$ cat config.mk
export PLATFORM = sky130hd
export DESIGN_NAME = stream_packer_arb
export DESIGN_NICKNAME = d
export VERILOG_FILES = /design/src/rtl/stream_packer_arb.sv
export SDC_FILE = /design/constraint.sdc
export NUM_CORES = 1
export LEC_CHECK = 0
export CELL_PAD_IN_SITES_DETAIL_PLACEMENT = 0
export CELL_PAD_IN_SITES_GLOBAL_PLACEMENT = 2
export CORE_UTILIZATION = 18
export CTS_BUF_LIST = sky130_fd_sc_hd__clkbuf_4 sky130_fd_sc_hd__clkbuf_8 sky130_fd_sc_hd__clkbuf_16
export DETAILED_ROUTE_END_ITERATION = 12
export PLACE_DENSITY_LB_ADDON = 0.1
export SLEW_MARGIN = 20
export SYNTH_ARGS = -nofsm -noshare
export SYNTH_HDL_FRONTEND = slang
export SYNTH_SLANG_ARGS = --single-unit
export TNS_END_PERCENT = 100
$ cat constraint.sdc
create_clock -name clk -period 2.3 [get_ports clk]
set_clock_uncertainty 0.15 [all_clocks]
set_input_delay 0.23 -clock clk [delete_from_list [all_inputs] [get_ports clk]]
set_output_delay 0.23 -clock clk [all_outputs]
set_load 0.01 [all_outputs]
$ cat src/rtl/stream_packer_arb.sv
// stream_packer_arb: packet-granular round-robin arbiter that merges N_SRC
// sparse AXI-Stream sources into one tagged stream feeding stream_packer.
module stream_packer_arb #(
  parameter int unsigned N_SRC   = 4,
  parameter int unsigned N_BYTES = 4,
  parameter int unsigned SRC_W   = $clog2(N_SRC)
) (
  input  logic                       clk,
  input  logic                       rst_n,
  input  logic [N_SRC*N_BYTES*8-1:0] s_tdata,
  input  logic [N_SRC*N_BYTES-1:0]   s_tkeep,
  input  logic [N_SRC-1:0]           s_tlast,
  input  logic [N_SRC-1:0]           s_tvalid,
  output logic [N_SRC-1:0]           s_tready,
  input  logic [N_SRC-1:0]           src_en,
  output logic [N_BYTES*8-1:0]       m_tdata,
  output logic [N_BYTES-1:0]         m_tkeep,
  output logic                       m_tlast,
  output logic [SRC_W-1:0]           m_tuser,
  output logic                       m_tvalid,
  input  logic                       m_tready,
  output logic                       busy
);

  localparam int unsigned DW = N_BYTES * 8;

  localparam logic ST_IDLE = 1'b0;
  localparam logic ST_LOCK = 1'b1;

  logic             state_q, state_d;
  logic [SRC_W-1:0] ptr_q, ptr_d;
  logic [SRC_W-1:0] gnt_q, gnt_d;

  logic [DW-1:0]      m_tdata_q, m_tdata_d;
  logic [N_BYTES-1:0] m_tkeep_q, m_tkeep_d;
  logic               m_tlast_q, m_tlast_d;
  logic [SRC_W-1:0]   m_tuser_q, m_tuser_d;
  logic               m_tvalid_q, m_tvalid_d;

  logic [N_SRC-1:0]   cand_c;
  logic               arb_found_c;
  logic [SRC_W-1:0]   arb_idx_c;
  int unsigned        arb_pos_c;

  logic [DW-1:0]      sel_data_c;
  logic [N_BYTES-1:0] sel_keep_c;
  logic               sel_last_c;
  logic               sel_valid_c;
  logic               acc_c;
  logic               acc_beat_c;
  logic               load_c;

  // Output register can take a new beat when empty or draining this cycle
  assign acc_c = !m_tvalid_q || m_tready;

  // Round-robin search upward from ptr+1 over enabled, valid sources
  always_comb begin
    cand_c      = s_tvalid & src_en;
    arb_found_c = 1'b0;
    arb_idx_c   = '0;
    arb_pos_c   = 0;
    for (int unsigned k = 1; k <= N_SRC; k++) begin
      arb_pos_c = (32'(ptr_q) + k) % N_SRC;
      if (!arb_found_c && cand_c[SRC_W'(arb_pos_c)]) begin
        arb_found_c = 1'b1;
        arb_idx_c   = SRC_W'(arb_pos_c);
      end
    end
  end

  // Mux the granted source's beat and drive its ready bit only
  always_comb begin
    sel_data_c  = '0;
    sel_keep_c  = '0;
    sel_last_c  = 1'b0;
    sel_valid_c = 1'b0;
    s_tready    = '0;
    for (int unsigned i = 0; i < N_SRC; i++) begin
      if (gnt_q == SRC_W'(i)) begin
        sel_data_c  = s_tdata[i*DW +: DW];
        sel_keep_c  = s_tkeep[i*N_BYTES +: N_BYTES];
        sel_last_c  = s_tlast[i];
        sel_valid_c = s_tvalid[i];
        s_tready[i] = (state_q == ST_LOCK) && acc_c;
      end
    end
  end

  // Empty non-last beats are consumed but never forwarded
  assign acc_beat_c = (state_q == ST_LOCK) && sel_valid_c && acc_c;
  assign load_c     = acc_beat_c && ((|sel_keep_c) || sel_last_c);

  // Grant FSM: arbitrate in IDLE, hold grant until tlast is accepted
  always_comb begin
    state_d = state_q;
    ptr_d   = ptr_q;
    gnt_d   = gnt_q;
    case (state_q)
      ST_IDLE: begin
        if (arb_found_c) begin
          gnt_d   = arb_idx_c;
          ptr_d   = arb_idx_c;
          state_d = ST_LOCK;
        end
      end
      ST_LOCK: begin
        if (acc_beat_c && sel_last_c) begin
          state_d = ST_IDLE;
        end
      end
      default: state_d = ST_IDLE;
    endcase
  end

  // Output register next value: load, drain or hold
  always_comb begin
    m_tdata_d  = m_tdata_q;
    m_tkeep_d  = m_tkeep_q;
    m_tlast_d  = m_tlast_q;
    m_tuser_d  = m_tuser_q;
    m_tvalid_d = m_tvalid_q;
    if (load_c) begin
      m_tdata_d  = sel_data_c;
      m_tkeep_d  = sel_keep_c;
      m_tlast_d  = sel_last_c;
      m_tuser_d  = gnt_q;
      m_tvalid_d = 1'b1;
    end else if (m_tready) begin
      m_tvalid_d = 1'b0;
    end
  end

  // State and output registers
  always_ff @(posedge clk or negedge rst_n) begin
    if (!rst_n) begin
      state_q    <= ST_IDLE;
      ptr_q      <= SRC_W'(N_SRC - 1);
      gnt_q      <= '0;
      m_tdata_q  <= '0;
      m_tkeep_q  <= '0;
      m_tlast_q  <= 1'b0;
      m_tuser_q  <= '0;
      m_tvalid_q <= 1'b0;
    end else begin
      state_q    <= state_d;
      ptr_q      <= ptr_d;
      gnt_q      <= gnt_d;
      m_tdata_q  <= m_tdata_d;
      m_tkeep_q  <= m_tkeep_d;
      m_tlast_q  <= m_tlast_d;
      m_tuser_q  <= m_tuser_d;
      m_tvalid_q <= m_tvalid_d;
    end
  end

  assign m_tdata  = m_tdata_q;
  assign m_tkeep  = m_tkeep_q;
  assign m_tlast  = m_tlast_q;
  assign m_tuser  = m_tuser_q;
  assign m_tvalid = m_tvalid_q;
  assign busy     = (state_q == ST_LOCK);

endmodule

Word-level counts from Yosys, hierarchy flattened
Index checks and enable logic that the tools add are counted.
{ "word_totals": {"output_inout_bits": 45, "reg_bits": 45, "input_bits": 159} }
{ "classes": {"n_addsub": 4, "muxes": 41, "order_cmp": 4, "eq_ne": 3, "bitwise_logic": 2, "reduce_logical": 18} }
{ "ops": {"columns": ["op", "n"], "rows": [
  ["$mux W32", 4],
  ["$mux W1", 24],
  ["$mux W4", 4],
  ["$lt A2 B3 Y1 const B", 4],
  ["$bmux W1 S2", 4],
  ["$logic_and A1 B1 Y1", 8],
  ["$mux W2", 4],
  ["$add A2 B1 Y2 const B", 2],
  ["$add A2 B2 Y2 const B", 2],
  ["$and A4 B4 Y4", 1],
  ["$eq A2 B2 Y1 const B", 2],
  ["$logic_not A1 Y1", 4],
  ["$reduce_or A4 Y1", 1],
  ["$eq A2 B1 Y1 const B", 1],
  ["$logic_not A2 Y1", 1],
  ["$logic_or A1 B1 Y1", 2],
  ["$pmux W1 S2", 1],
  ["$reduce_and A2 Y1", 1],
  ["$reduce_bool A2 Y1", 1],
  ["$not A1 Y1", 1]
]} }

Longest topological paths before layout
{ "logic_depth": {"ltp_word": 15, "ltp_mapped": 8, "depth_no_buf": 4} }

Worst setup path before layout
OpenSTA, ideal clock, no wires.
{ "synth_timing": {"kind": "reg-to-reg", "start": "register gnt_q[0]", "end": "register m_tdata_q[27] (netlist: m_tdata[27])", "required_ps": 2025, "setup_ps": 125, "period_less_slack_ps": 2525, "path_buffers": 3, "arrival_ps": 2250, "path_slack_ps": -225, "stages_incl_launch_ff": 8, "path_cell_list": "dfrtp_1 buf_6 mux4_2 or4_4 o21ai_2 buf_6 buf_12 mux2_4"} }
{ "synth_via": {"elab_chain_cells": 8, "word_cells_on_any_way": 25, "cone_classes": "eq/ne: 3; mux: 16; reduce/logical: 6"} }
{ "synth_lines": {"columns": ["item", "line_no", "text"], "rows": [
  ["start, declared", "32", "logic [SRC_W-1:0] gnt_q, gnt_d;"],
  ["start signal, assigned", "147", "gnt_q <= gnt_d;"],
  ["$logic_not A2 Y1", "79", "if (gnt_q == SRC_W'(i)) begin"],
  ["$mux W4 / $mux W1 (equally long branches) (4 in a row)", "79", null],
  ["$reduce_or A4 Y1 / $logic_and A1 B1 Y1 (equally long branches)", "91, 90", null],
  ["$logic_or A1 B1 Y1 / $logic_and A1 B1 Y1 (equally long branches)", "91, 90", null],
  ["$logic_and A1 B1 Y1", "91", "assign load_c = acc_beat_c && ((|sel_keep_c) || sel_last_c);"],
  ["end signal, assigned", "148", "m_tdata_q <= m_tdata_d;"],
  ["end, declared", "34", "logic [DW-1:0] m_tdata_q, m_tdata_d;"]
]} }
Several ways; a longest one is shown, not always the timed one.
A chain may end at the register's enable or synchronous reset.

Final worst setup path
{ "layout_timing": {"start": "register gnt_q[0]", "end": "register m_tdata_q[24] (netlist: m_tdata[24])"} }
The elaborated chain is that of the path after synthesis.

==> flow_metrics.tcl <==
set metrics [dict create \
    drc 0 \
    p_switching_w 0.00199 \
    setup_violations 39 \
    max-vdd-ir-drop_mv 0.359 \
    worstSetupPathType "reg -> reg" \
    drv_slew 0 \
    cpPeakStageDelay_ns 0.57 \
    min_path_type "in -> async" \
    start_kind "register" \
    rsz0062_at_grt "yes" \
    drive_gt1_frac 0.268 \
    swShare 0.323 \
    num_io_pins 204 \
    track_usage 0.125 \
    antenna_found_initial 0 \
    start_util 0.184 \
    clockRootBuffer "clkbuf_16" \
    rows 45 \
    cts_buffers 5 \
    nFillCells 1512 \
    wire_per_inst_um 17.1 \
    gp_congestion 0.732 \
    slew_headroom 0.604 \
    crit_path_start "gnt_q[0]$_DFFE_PN0P_" \
    busiest_layer "met2" \
    syn_avg_cell_area_sq_um 15.6 \
    yosys_warnings 0 \
    dr.pass1.iters 5 \
    cts_sinks 45 \
    required_ns 2.32 \
    via_count 2541 \
    overflow 0 \
    io_buffers 203 \
    outcome "complete, but fails checks" \
    finalInstanceArea_sq_um 5380 \
    viasPerCell 4.36 \
    p_int_w 0.00418 \
    holdWs_ns 0.349 \
    seq_power_share 0.244 \
    synth.distinct_cells 35 \
    synth-seq-cells 45 \
    fmax_mhz 372 \
    grt_use_met2 0.211 \
    clock_path_buffers 2 \
    max_cap_violations 0 \
    cts_tree "built" \
    grt_first_pass_wirelength_um 15400 \
    grtUsageMet1 0.160 \
    cp-end-kind "register" \
    comb_power_share 0.617 \
    ant_nets 0 \
    final_cell_count_no_fill 583 \
    r2r_start "gnt_q[0]$_DFFE_PN0P_" \
    syn_inst 179 \
    power_leakage_nw 2.12 \
    syn_area_sq_um 2790 \
    setup_tns_ns -13.39 \
    violations "negative setup slack" \
    cts_max_level 2 \
    placed_area_sq_um 5130 \
    dp_cells 571 \
    path_cells "mux4_2 -> or4_4 -> o21ai_4 -> buf_12 -> mux2_2" \
    die_area_sq_um 16000 \
    fin_nets 553 \
    antennaDiodeCount 0 \
    dieHeight_um 127 \
    min_period_ns 2.69 \
    arrival_ns 2.71 \
    slowest_stage "mux4_2" \
    layout_setup_ws_ns -0.391 \
    synth_nets 338 \
    syn_to_final_growth_pct 92.6 \
    ys_seq_area_frac 0.404 \
    grtUsageMet3 0.0380 \
    clockPowerShare 0.139 \
    cp_max_fo 22 \
    hold_violations 0 \
    grt_max_degree 29 \
    worst_slew_pin_slew_ns 0.593 \
    fp.dieW_um 127 \
    drtIter0Drc 41 \
    clk_pin_slew_worst_paths_ns 0.07 \
    drt-total-wl_um 9960 \
    post-place-ws_ns -0.486 \
    p_per_area_nw_per_um2 1150 \
    grt_pass1_vias 2834 \
    clk-insertion-delay-late_ns 0.28 \
    fin_crit_sh 1.17 \
    hpwl_um 7800 \
    core_sq_um 15200 \
]
==> per-stage QoR <==
step                      utilization  total power, W
after global placement          0.337         0.00523
after global routing            0.354         0.00660
after CTS                       0.351         0.00620
after floorplan                     -         0.00359
after detailed placement        0.337         0.00524
final                           0.354         0.00617
==> cell families (layout without fill, tap and decap cells) <==
group	after synthesis	count (layout)	share of synthesized area
flops	45	45	0.404
simple gates	24	24	0.0497
compound gates	22	22	0.0600
mux	72	72	0.450
buf+inv	16	232	0.0363
==> timing repair <==
item                                   CTS  global route
cloned                                   0             0
buffers inserted                         2             1
resized for setup                        3             9
hold buffers                             1             0
endpoints found under the hold margin   22             0
setup endpoints to repair               39            39
==> registers in the layout, summed over array words and instances, names as in the netlist <==
name,flops
m_tuser,2
ptr_q,2
gnt_q,2
busy,1
m_tkeep,4
m_tdata,32
m_tvalid,1
m_tlast,1
==> final timing paths <==
| check | end | slack (ns) | cells after the start |
|---|---|---|---|
| worst max-delay path | m_tdata[24]$_DFFE_PN0P_ | -0.39 | 5 |
| worst min-delay path | m_tdata[7]$_DFFE_PN0P_ | 0.35 | 2 |
| worst max register to register | m_tdata[24]$_DFFE_PN0P_ | -0.39 | 5 |
| worst min register to register | m_tdata[16]$_DFFE_PN0P_ | 0.35 | 1 |
| max in group asynchronous | ptr_q[0]$_DFFE_PN1P_ | 1.03 | 3 |
| min in group clk | m_tdata[16]$_DFFE_PN0P_ | 0.35 | 1 |
==> area by class of cell <==
class / count / area [sq um] / share of cell area
Tap cell: 188 / 235 / 0.0437
Sequential cell: 45 / 1130 / 0.210
Clock buffer: 7 / 146 / 0.0272
Clock inverter: 1 / 30.0 / 0.00558
Multi-Input combinational cell: 118 / 1610 / 0.300
Timing Repair Buffer: 223 / 2220 / 0.413
Inverter: 1 / 3.75 / 0.000698
==> power groups by stage <==
stage	Combinational [W]	Clock [W]	Sequential, W
final	0.00381	0.000858	0.00151
after global routing	0.00411	0.000921	0.00157
after CTS	0.00380	0.000898	0.00151
after detailed placement	0.00372	0	0.00152
after global placement	0.00371	0	0.00152
after floorplan	0.00198	0	0.00161
==> cell usage after synthesis <==
cell type   n  area share
a222oi_1    1      0.0036
and3_1      2      0.0045
o21a_1      1      0.0027
a21o_1      3      0.0081
buf_6       2      0.0081
mux4_2     38        0.31
nor3b_1     2      0.0054
clkbuf_1    5      0.0067
o21ai_2     1      0.0031
mux2_4      5       0.027
o21ai_0     1      0.0018
nand2_1     6      0.0081
buf_12      1      0.0072
dfstp_2     2       0.019
mux2_2     29        0.12
inv_1       1      0.0013
a32oi_1     1      0.0031
a22o_1      6       0.019
nand2b_1    2      0.0045
a22oi_1     1      0.0027
nand3_1     1      0.0018
buf_4       2      0.0054
a31oi_1     1      0.0022
and3b_1     1      0.0031
nor3_1      1      0.0018
a211oi_1    2      0.0054
a2111oi_0   1      0.0031
buf_2       2      0.0036
or4_4       1      0.0040
and4_1      2      0.0063
dfrtp_1    43        0.39
and4b_1     1      0.0036
a21oi_1     3      0.0054
nor2_1      5      0.0067
buf_1       3      0.0040
==> worst max-delay path: cells and delay by family (launching register included) <==
kind / cells / cell delay, ns
multiplexers: 2 / 0.92
AND/OR/NAND/NOR: 1 / 0.57
flip-flops: 1 / 0.50
AO/OA/AOI/OAI: 1 / 0.21
buffers and inverters: 1 / 0.21
==> cell usage in the layout (no fill, tap or decap), types with 5 or more instances in the layout <==
| cell | netlist | final |
|---|---|---|
| clkdlybuf4s50_1 | 0 | 202 |
| dfrtp_1 | 43 | 41 |
| mux4_2 | 38 | 38 |
| mux2_2 | 29 | 18 |
| mux2_4 | 5 | 16 |
| buf_4 | 2 | 15 |
| nand2_1 | 6 | 6 |
| a22o_1 | 6 | 6 |
| nor2_1 | 5 | 5 |
| clkbuf_16 | 0 | 5 |
==> layer usage <==
metal / vias to the layer above / part of all wire
met2: 119 / 0.46
met4: 0 / 0.0063
met5: - / 0
li1: 1163 / -
met3: 5 / 0.079
met1: 1254 / 0.45
Note: power is estimated with default switching activity, not from simulation.
